$ cat src/rtl/rgb_fade_sequencer.sv
// rgb_fade_sequencer
// Wishbone-programmable colour sequencer. A 4-entry colour table is stepped through
// with a linear per-channel fade toward each entry, a hold of a programmable number
// of prescaled ticks, then an advance to the next entry. Three 8-bit duty values
// drive the RGB PWM mixer; irq is a level raised when a sequence finishes.
module rgb_fade_sequencer #(
    parameter logic [31:0] BASE_ADDR = 32'h3000_0000
) (
    input  logic        clk,
    input  logic        reset,
    input  logic        wbs_stb_i,
    input  logic        wbs_cyc_i,
    input  logic        wbs_we_i,
    input  logic [3:0]  wbs_sel_i,
    input  logic [31:0] wbs_dat_i,
    input  logic [31:0] wbs_adr_i,
    output logic        wbs_ack_o,
    output logic [31:0] wbs_dat_o,
    output logic [7:0]  duty_r,
    output logic [7:0]  duty_g,
    output logic [7:0]  duty_b,
    output logic        busy,
    output logic        irq
);

    typedef enum logic [1:0] {S_IDLE, S_FADE, S_HOLD} state_t;

    localparam logic [7:0] OFF_CTRL  = 8'h00;
    localparam logic [7:0] OFF_STAT  = 8'h04;
    localparam logic [7:0] OFF_PRESC = 8'h08;

    // Bus-side registers: request is latched so the write lands on the ack cycle
    logic        ack_q;
    logic        we_q;
    logic [7:0]  off_q;
    logic [31:0] wdat_q;
    logic [31:0] rdat_q;

    // Configuration / status registers
    logic [2:0]        ctrl_q,  ctrl_d;   // [0]run [1]loop [2]irq_en
    logic              done_q,  done_d;
    logic [15:0]       presc_q, presc_d;
    logic [3:0][31:0]  entry_q, entry_d;  // [31:24]hold [23:16]R [15:8]G [7:0]B

    // Sequencer state
    state_t      state_q, state_d;
    logic [1:0]  index_q, index_d;
    logic [15:0] pcnt_q,  pcnt_d;
    logic [7:0]  hold_q,  hold_d;
    logic [7:0]  duty_r_q, duty_r_d;
    logic [7:0]  duty_g_q, duty_g_d;
    logic [7:0]  duty_b_q, duty_b_d;

    logic        req;
    logic        wr;
    logic        wr_ctrl;
    logic        wr_stat;
    logic        wr_presc;
    logic        wr_entry;
    logic        tick;
    logic        at_target;
    logic [31:0] tgt;
    logic [31:0] rdata;
    logic        unused_sel;

    // Byte selects carry no meaning here: every write is a full word
    assign unused_sel = &{1'b0, wbs_sel_i};

    // One step of a duty value toward its target, clamped so it never wraps
    function automatic logic [7:0] step_toward(input logic [7:0] cur, input logic [7:0] goal);
        if (cur < goal) begin
            return cur + 8'd1;
        end else if (cur > goal) begin
            return cur - 8'd1;
        end
        return cur;
    endfunction

    // A new request is only accepted while ack is low, giving at most one ack every other cycle
    assign req = wbs_stb_i && wbs_cyc_i && (wbs_adr_i[31:8] == BASE_ADDR[31:8]) && !ack_q;

    assign wr       = ack_q && we_q;
    assign wr_ctrl  = wr && (off_q == OFF_CTRL);
    assign wr_stat  = wr && (off_q == OFF_STAT);
    assign wr_presc = wr && (off_q == OFF_PRESC);
    assign wr_entry = wr && (off_q[7:4] == 4'h1) && (off_q[1:0] == 2'b00);

    assign tgt       = entry_q[index_q];
    assign at_target = (duty_r_q == tgt[23:16]) && (duty_g_q == tgt[15:8]) && (duty_b_q == tgt[7:0]);
    assign tick      = (state_q != S_IDLE) && (pcnt_q == presc_q);

    assign busy      = (state_q != S_IDLE);
    assign irq       = done_q && ctrl_q[2];
    assign duty_r    = duty_r_q;
    assign duty_g    = duty_g_q;
    assign duty_b    = duty_b_q;
    assign wbs_ack_o = ack_q;
    assign wbs_dat_o = rdat_q;

    // Register read mux, decoded from the live address at request time
    always_comb begin
        rdata = 32'h0;
        case (wbs_adr_i[7:0])
            OFF_CTRL:  rdata = {29'h0, ctrl_q};
            OFF_STAT:  rdata = {28'h0, done_q, index_q, busy};
            OFF_PRESC: rdata = {16'h0, presc_q};
            8'h10, 8'h14, 8'h18, 8'h1C: rdata = entry_q[wbs_adr_i[3:2]];
            default:   rdata = 32'h0;
        endcase
    end

    // Wishbone handshake: ack and read data one cycle after an accepted request
    always_ff @(posedge clk) begin
        if (reset) begin
            ack_q  <= 1'b0;
            we_q   <= 1'b0;
            off_q  <= 8'h0;
            wdat_q <= 32'h0;
            rdat_q <= 32'h0;
        end else begin
            ack_q  <= req;
            rdat_q <= (req && !wbs_we_i) ? rdata : 32'h0;
            if (req) begin
                we_q   <= wbs_we_i;
                off_q  <= wbs_adr_i[7:0];
                wdat_q <= wbs_dat_i;
            end
        end
    end

    // Next-state: register writes, prescaler, IDLE/FADE/HOLD sequencing, CTRL overrides
    always_comb begin
        ctrl_d   = ctrl_q;
        done_d   = done_q;
        presc_d  = presc_q;
        entry_d  = entry_q;
        state_d  = state_q;
        index_d  = index_q;
        pcnt_d   = pcnt_q;
        hold_d   = hold_q;
        duty_r_d = duty_r_q;
        duty_g_d = duty_g_q;
        duty_b_d = duty_b_q;

        if (wr_entry) begin
            entry_d[off_q[3:2]] = wdat_q;
        end
        if (wr_presc) begin
            presc_d = wdat_q[15:0];
        end
        if (wr_stat && wdat_q[3]) begin
            done_d = 1'b0;
        end

        if (state_q == S_IDLE) begin
            pcnt_d = 16'h0;
        end else if (tick) begin
            pcnt_d = 16'h0;
        end else begin
            pcnt_d = pcnt_q + 16'd1;
        end

        case (state_q)
            S_FADE: begin
                if (at_target) begin
                    state_d = S_HOLD;
                    hold_d  = tgt[31:24];
                end else if (tick) begin
                    duty_r_d = step_toward(duty_r_q, tgt[23:16]);
                    duty_g_d = step_toward(duty_g_q, tgt[15:8]);
                    duty_b_d = step_toward(duty_b_q, tgt[7:0]);
                end
            end
            S_HOLD: begin
                if (hold_q == 8'h0) begin
                    if (index_q != 2'd3) begin
                        index_d = index_q + 2'd1;
                        state_d = S_FADE;
                    end else if (ctrl_q[1]) begin
                        index_d = 2'd0;
                        state_d = S_FADE;
                    end else begin
                        state_d   = S_IDLE;
                        done_d    = 1'b1;
                        ctrl_d[0] = 1'b0;
                    end
                end else if (tick) begin
                    hold_d = hold_q - 8'd1;
                end
            end
            default: begin
            end
        endcase

        // A CTRL write takes priority over the sequencer's own progress this cycle
        if (wr_ctrl) begin
            ctrl_d[2:1] = wdat_q[2:1];
            if (!wdat_q[0]) begin
                ctrl_d[0] = 1'b0;
                state_d   = S_IDLE;
                index_d   = index_q;
                duty_r_d  = duty_r_q;
                duty_g_d  = duty_g_q;
                duty_b_d  = duty_b_q;
            end else if (state_q == S_IDLE) begin
                ctrl_d[0] = 1'b1;
                state_d   = S_FADE;
                index_d   = 2'd0;
                done_d    = 1'b0;
                pcnt_d    = 16'h0;
            end
        end
    end

    // State register for configuration and sequencer
    always_ff @(posedge clk) begin
        if (reset) begin
            ctrl_q   <= 3'h0;
            done_q   <= 1'b0;
            presc_q  <= 16'h0;
            entry_q  <= '0;
            state_q  <= S_IDLE;
            index_q  <= 2'd0;
            pcnt_q   <= 16'h0;
            hold_q   <= 8'h0;
            duty_r_q <= 8'h0;
            duty_g_q <= 8'h0;
            duty_b_q <= 8'h0;
        end else begin
            ctrl_q   <= ctrl_d;
            done_q   <= done_d;
            presc_q  <= presc_d;
            entry_q  <= entry_d;
            state_q  <= state_d;
            index_q  <= index_d;
            pcnt_q   <= pcnt_d;
            hold_q   <= hold_d;
            duty_r_q <= duty_r_d;
            duty_g_q <= duty_g_d;
            duty_b_q <= duty_b_d;
        end
    end

endmodule

$ cat config.mk
export PLATFORM = sky130hd
export DESIGN_NAME = rgb_fade_sequencer
export DESIGN_NICKNAME = d
export VERILOG_FILES = /design/src/rtl/rgb_fade_sequencer.sv
export SDC_FILE = /design/constraint.sdc
export NUM_CORES = 1
export LEC_CHECK = 0
export BUFFER_PORTS_ARGS = -buffer_cell sky130_fd_sc_hd__buf_2
export CAP_MARGIN = 20
export CELL_PAD_IN_SITES_DETAIL_PLACEMENT = 1
export CELL_PAD_IN_SITES_GLOBAL_PLACEMENT = 2
export CORE_MARGIN = 2
export CORE_UTILIZATION = 36
export CTS_CLUSTER_DIAMETER = 50
export DETAILED_ROUTE_END_ITERATION = 8
export GPL_ROUTABILITY_DRIVEN = 1
export PLACE_DENSITY = 0.76
export REMOVE_ABC_BUFFERS = 1
export SLEW_MARGIN = 5
export SYNTH_ARGS = -nofsm -noshare
export SYNTH_HDL_FRONTEND = slang
export SYNTH_SLANG_ARGS = --single-unit
$ cat constraint.sdc
create_clock -name clk -period 5.2 [get_ports clk]
set_input_delay 0.26 -clock clk [delete_from_list [all_inputs] [get_ports clk]]
set_output_delay 0.26 -clock clk [all_outputs]
set_load 0.005 [all_outputs]
# ---- Word-level counts from Yosys, hierarchy flattened
# Index checks and enable logic that the tools add are counted.
dict set report word_totals {
  wordCells 175
  reg_bits 274
  inputBits 73
  output_inout_bits 59
}
dict set report classes {
  bitwise 1
  muxes 86
  add_sub_neg 9
  order_cmp 10
  n_reduce_logical 28
  eq_ne 21
}
# operator count
set ops {}
lappend ops {{$mux W8} 27}
lappend ops {{$bmux W32 S2} 2}
lappend ops {{$bwmux W128} 1}
lappend ops {{$pmux W32 S4} 1}
lappend ops {{$mux W32} 3}
lappend ops {{$mux W16} 5}
lappend ops {{$demux W32 S2} 1}
lappend ops {{$eq A8 B5 Y1 const B} 4}
lappend ops {{$mux W1} 32}
lappend ops {{$sub A8 B1 Y8 const B} 4}
lappend ops {{$add A8 B1 Y8 const B} 3}
lappend ops {{$eq A24 B22 Y1 const B} 1}
lappend ops {{$eq A8 B8 Y1} 3}
lappend ops {{$gt A8 B8 Y1} 3}
lappend ops {{$logic_not A8 Y1} 3}
lappend ops {{$lt A8 B8 Y1} 3}
lappend ops {{$mux W2} 12}
lappend ops {{$add A16 B1 Y16 const B} 1}
lappend ops {{$eq A16 B16 Y1} 1}
lappend ops {{$eq A8 B3 Y1 const B} 2}
lappend ops {{$eq A8 B4 Y1 const B} 2}
lappend ops {{$logic_and A1 B1 Y1} 16}
lappend ops {{$pmux W8 S2} 1}
lappend ops {{$ne A2 B2 Y1 const B} 5}
lappend ops {{other kinds (14)} 19}

# ---- Longest topological paths before layout
dict set report depth {
  depth_word 14
  depth_mapped 17
  ltp_nobuf 14
}

# ---- Worst setup path after synthesis
# Ideal clock, no wire load.
dict set report synth_timing {
  kind {reg2reg}
  from {reg index_q[0]}
  to {reg duty_g_q[7], in the netlist duty_g[7]}
  t_required_ns 5.079
  t_arrival_ns 4.271
  stages_incl_launch_ff 18
  period_less_slack_ns 4.393
  path_slack_ns 0.807
  setup_ns 0.121
  path_buffers 3
  path_cell_list {dfxtp_1 -> buf_2 -> buf_2 -> buf_2 -> mux4_2 -> inv_1 -> ha_1 -> nor2b_1 -> o211a_1 -> o21ba_2 -> or2_2 -> ha_1 -> a21oi_1 -> o211ai_1 -> o41ai_1 -> nor3_1 -> o21ai_2 -> mux2_4}
}
dict set report synth_between {
  elab_chain_len 14
  elab_cells_between_ends 21
  cone_classes {2 x order compare; 3 x eq/ne; 14 x mux; 2 x reduce/logical}
}
# item line
set synth_lines {}
lappend synth_lines {{from (decl)} 47} ;# logic [1:0] index_q, index_d;
lappend synth_lines {{from (signal assigned)} 235} ;# index_q <= index_d;
lappend synth_lines {{$bmux W32 S2 (*)} 88} ;# assign tgt = entry_q[index_q];
lappend synth_lines {{$mux W32 (not written as such) (*)} 88}
lappend synth_lines {{$gt A8 B8 Y1} 73} ;# end else if (cur > goal) begin
lappend synth_lines {{$mux W1} 73}
lappend synth_lines {{$mux W1} 71} ;# if (cur < goal) begin
lappend synth_lines {{$mux W1} 168} ;# end else if (tick) begin
lappend synth_lines {{$mux W1} 165} ;# if (at_target) begin
lappend synth_lines {{$mux W1} 163} ;# case (state_q)
lappend synth_lines {{$mux W8} 76} ;# return cur;
lappend synth_lines {{$mux W8} 168}
lappend synth_lines {{$mux W8 (*)} 165}
lappend synth_lines {{$mux W8 (*)} 163}
lappend synth_lines {{$mux W8} 198} ;# if (!wdat_q[0]) begin
lappend synth_lines {{$mux W8 (*)} 196} ;# if (wr_ctrl) begin
lappend synth_lines {{to (signal assigned)} 239} ;# duty_g_q <= duty_g_d;
lappend synth_lines {{to (decl)} 51} ;# logic [7:0] duty_g_q, duty_g_d;
# Every way passes the cells marked *; elsewhere a longest branch is shown, timed or not. The select of a mux whose other input is x is not followed.
# A chain may end at the register's enable or synchronous reset.

# ---- Final worst setup path
dict set report layout_timing {
  from {reg index_q[1]}
  to {reg duty_g_q[7], in the netlist duty_g[7]}
}
# Same word-level chain as after synthesis.

==> summary.txt <==
Run status
  – Status: complete, no violations

Finish
  – Seq. cell area: about 0.0055 mm²
  – Antenna Cells: 0
  – Layout fillers: about 4200
  – Share of cells above drive strength 1: 18.9%
  – Fin nets: ~1800
  – Most frequent cells in the layout: nand2_1, dfxtp_1, a21oi_1
  – Most common cell after layout, fill and taps aside: nand2_1
  – Multi-input gate area in the final layout: around 0.0074 mm²
  – Syn-to-layout area delta: 20.5%
  – End-of-flow core utilization: 44.2%

STA
  – Clk_skew: ~11 ps
  – Hold Vio Cnt, Final: 0
  – RSZ-0062 raised after global routing: no
  – Slew Limit Fails: 0
  – Final Cycle Share: 82.5%
  – Final setup viols: 0
  – Final WS setup: roughly 900 ps
  – Slew headroom: 25.9%
  – Sum Neg Setup Slack: 0 ps
  – Shortest period the worst path allows: ~4300 ps
  – Actual slew at the worst max-slew pin: approximately 1100 ps
  – Fmax: ~0.23 GHz

GRT
  – Largest net degree at the start of global routing: 87
  – Vias in the first global route: 11800
  – All-Layer GR Usage: a little over a fifth
  – Initial antenna violation count: 1
  – GRT overflow: 0
  – Global-route wire length before repair: approximately 65000 µm

Power and ir drop
  – Lkg Pwr: just over 0.006 µW
  – Flop pwr share: between 40% and 50%
  – Pint: 3870 µW
  – Psw: around 1100 µW
  – Total power: around 5000 µW
  – Clock Power Share: between 50 and 60%
  – PwrDens: 305 mW/mm²
  – Comb pwr share: approximately 2.4%
  – Worst vdd ir: between 0.0002 and 0.00025 V
  – Switching Fraction: between 20% and 30%

Floorplan
  – Die ar.: 0.0389 mm²
  – Core ar.: ~0.037 mm²
  – Die Span Y: 197 µm
  – Initial core utilization: a little over a third
  – Num rows: 70
  – Width of the die: 197 µm
  – IO Pins: 132

Clock tree
  – Clock Path Buffers: 3
  – Post-CTS Setup Bufs: 0
  – CTS Buf Count: 38
  – Clk_lat worst skew: about 530 ps
  – CTS tree: done
  – CTS root buffer: clkbuf_16
  – PostCTS Resize Cnt: 0
  – Clock Sinks: about 270
  – CTS clk-pin slew, worst paths: about 60 ps
  – Depth of the CTS H-tree: 2

Placed design
  – Post-DP HPWL: 26400 µm
  – Routability Congestion: just over 0.8
  – I/O Buffers: roughly 130
  – Place WS: roughly 900 ps

Setup path
  – Req. time, crit path: between 5000 and 6000 ps
  – Crit path DAT: 4700 ps
  – CP Max Fanout: 11
  – Crit end category: flip-flop
  – CP startpoint kind: flip-flop
  – Type of the worst setup path: flip-flop to flip-flop

Job
  – Total of max-cap violations: 0

Logic synthesis
  – Yosys reg bits: 274
  – Most used DFF post-synth: dfxtp_1
  – Async S/R FF share, synth: 0%
  – Synthesized area: about 0.013 mm²
  – Post-Syn Instances: 1490
  – Netlist cell types: 67
  – Synth warnings: 0
  – Syn_area_per_cell: around 9 µm²
  – Sequential area share after synthesis: roughly two fifths
  – EDFF count, synth: 0

Routing
  – Routed vias/inst: 5.25
  – Remaining antenna violation count after routing: 0
  – Routed WL: about 40000 µm
  – Routed WL per cell: ~19 µm
  – Residual DRC: 0
  – Initial DRC Count: between 300 and 400
  – Router iterations before antenna repair: 5
  – Via count: 11200

Worst hold path
  – Worst Hold Class: input pin to flip-flop
==> worst max-delay path, stage by stage (launching register included) <==
cell	delay (ps)
dfxtp_1	710
buf_4	350
mux4_2	390
inv_1	90
ha_1	250
a21o_1	180
o21ba_2	210
or2_2	360
ha_1	300
a21oi_1	200
o211ai_1	150
o41ai_1	380
nor3_1	110
o21ai_2	170
mux2_4	300
==> through the flow <==
stage                     instance area (µm²)  std cells  hold WS [ps]
after floorplan                         13100       1399           329
after global placement                  14500       2016           449
after detailed placement                14500       2016           458
after CTS                               16200       2124          62.1
after global routing                    16200       2125          86.2
final                                   16200       2125          85.4
==> sequential cells by signal, indices dropped and copies added (netlist names), 3 cells and up <==
register,cells
wbs_dat_o,32
ctrl_q,3
entry_q,128
wdat_q,32
pcnt_q,16
presc_q,16
hold_q,8
off_q,8
duty_g,8
duty_b,8
duty_r,8
==> timing repair <==
item | in CTS | in global routing
hold buffers | 38 | 0
endpoints found under the hold margin | 38 | 0
setup endpoints to repair | 0 | 0
==> cell families after synthesis <==
kind of cell	after synthesis	share of synthesized area (%)
fa+ha+maj	51	4.91
compound gates	259	10.9
xor+xnor	45	2.93
mux	143	16.7
simple gates	571	19.3
buf+inv	147	4.45
flops	274	40.8
==> area by class of cell <==
type / count / share of cell area [%]
inverter: 56 / 1.30
sequential: 274 / 33.8
tap: 468 / 3.61
clock inverter: 18 / 1.54
timing repair buffer: 188 / 7.41
clock buffer: 52 / 6.68
multi-input combinational: 1069 / 45.6
==> cell usage after synthesis (all sizes together), types with 3 or more instances <==
cell type	n	area share (%)
nand2	310	8.7
dfxtp	274	41
a21oi	169	6.3
nor2	122	3.4
mux2i	76	5.7
mux4	64	11
clkbuf	58	1.6
inv	56	1.6
ha	48	4.5
o21ai	41	1.6
buf	33	1.3
nor2b	32	1.5
xor2	30	2.0
nand3	22	0.95
nand4	15	0.74
xnor2	15	0.98
nor3	14	0.56
nor4	10	0.78
and3	9	0.42
nor4b	7	0.64
and2	6	0.28
o211ai	6	0.33
a211oi	5	0.28
a21o	5	0.28
nand2b	5	0.23
nor3b	5	0.32
a311oi	4	0.26
o21a	4	0.22
o21bai	4	0.22
and4	3	0.20
fa	3	0.45
mux2	3	0.31
o31a	3	0.20
o41ai	3	0.20
or3	3	0.14
==> metal layers <==
| layer | GRT usage (%) | vias to the layer above | wire (µm) |
|---|---|---|---|
| met4 | 4.51 | 0 | 629 |
| met5 | 0 | - | 0 |
| li1 | - | 5435 | - |
| met2 | 39.1 | 152 | 20700 |
| met3 | 2.78 | 50 | 1400 |
| met1 | 26.4 | 5519 | 17700 |
==> power by group through the flow <==
stage	combinational, µW	clock, µW	sequential, µW
6_report	119	2720	2100
5_1_grt	129	2870	2100
4_1_cts	120	2790	2100
3_5_place_dp	97.9	0	2150
3_3_place_gp	96.8	0	2150
2_1_floorplan	15.9	0	2150
==> path summary, 6_finish.rpt <==
kind | to | startpoint | cells after the start | slack (ps)
worst min register to register | entry_q[47]$_SDFFE_PP0P_ | entry_q[47]$_SDFFE_PP0P_ | 2 | 470
worst max register to register | duty_g[7]$_SDFFE_PP0P_ | index_q[1]$_SDFFE_PP0N_ | 14 | 910
worst min-delay path | entry_q[108]$_SDFFE_PP0P_ | reset | 2 | 90
worst max-delay path | duty_g[7]$_SDFFE_PP0P_ | index_q[1]$_SDFFE_PP0N_ | 14 | 910
Power figures use the tool's default switching activity.
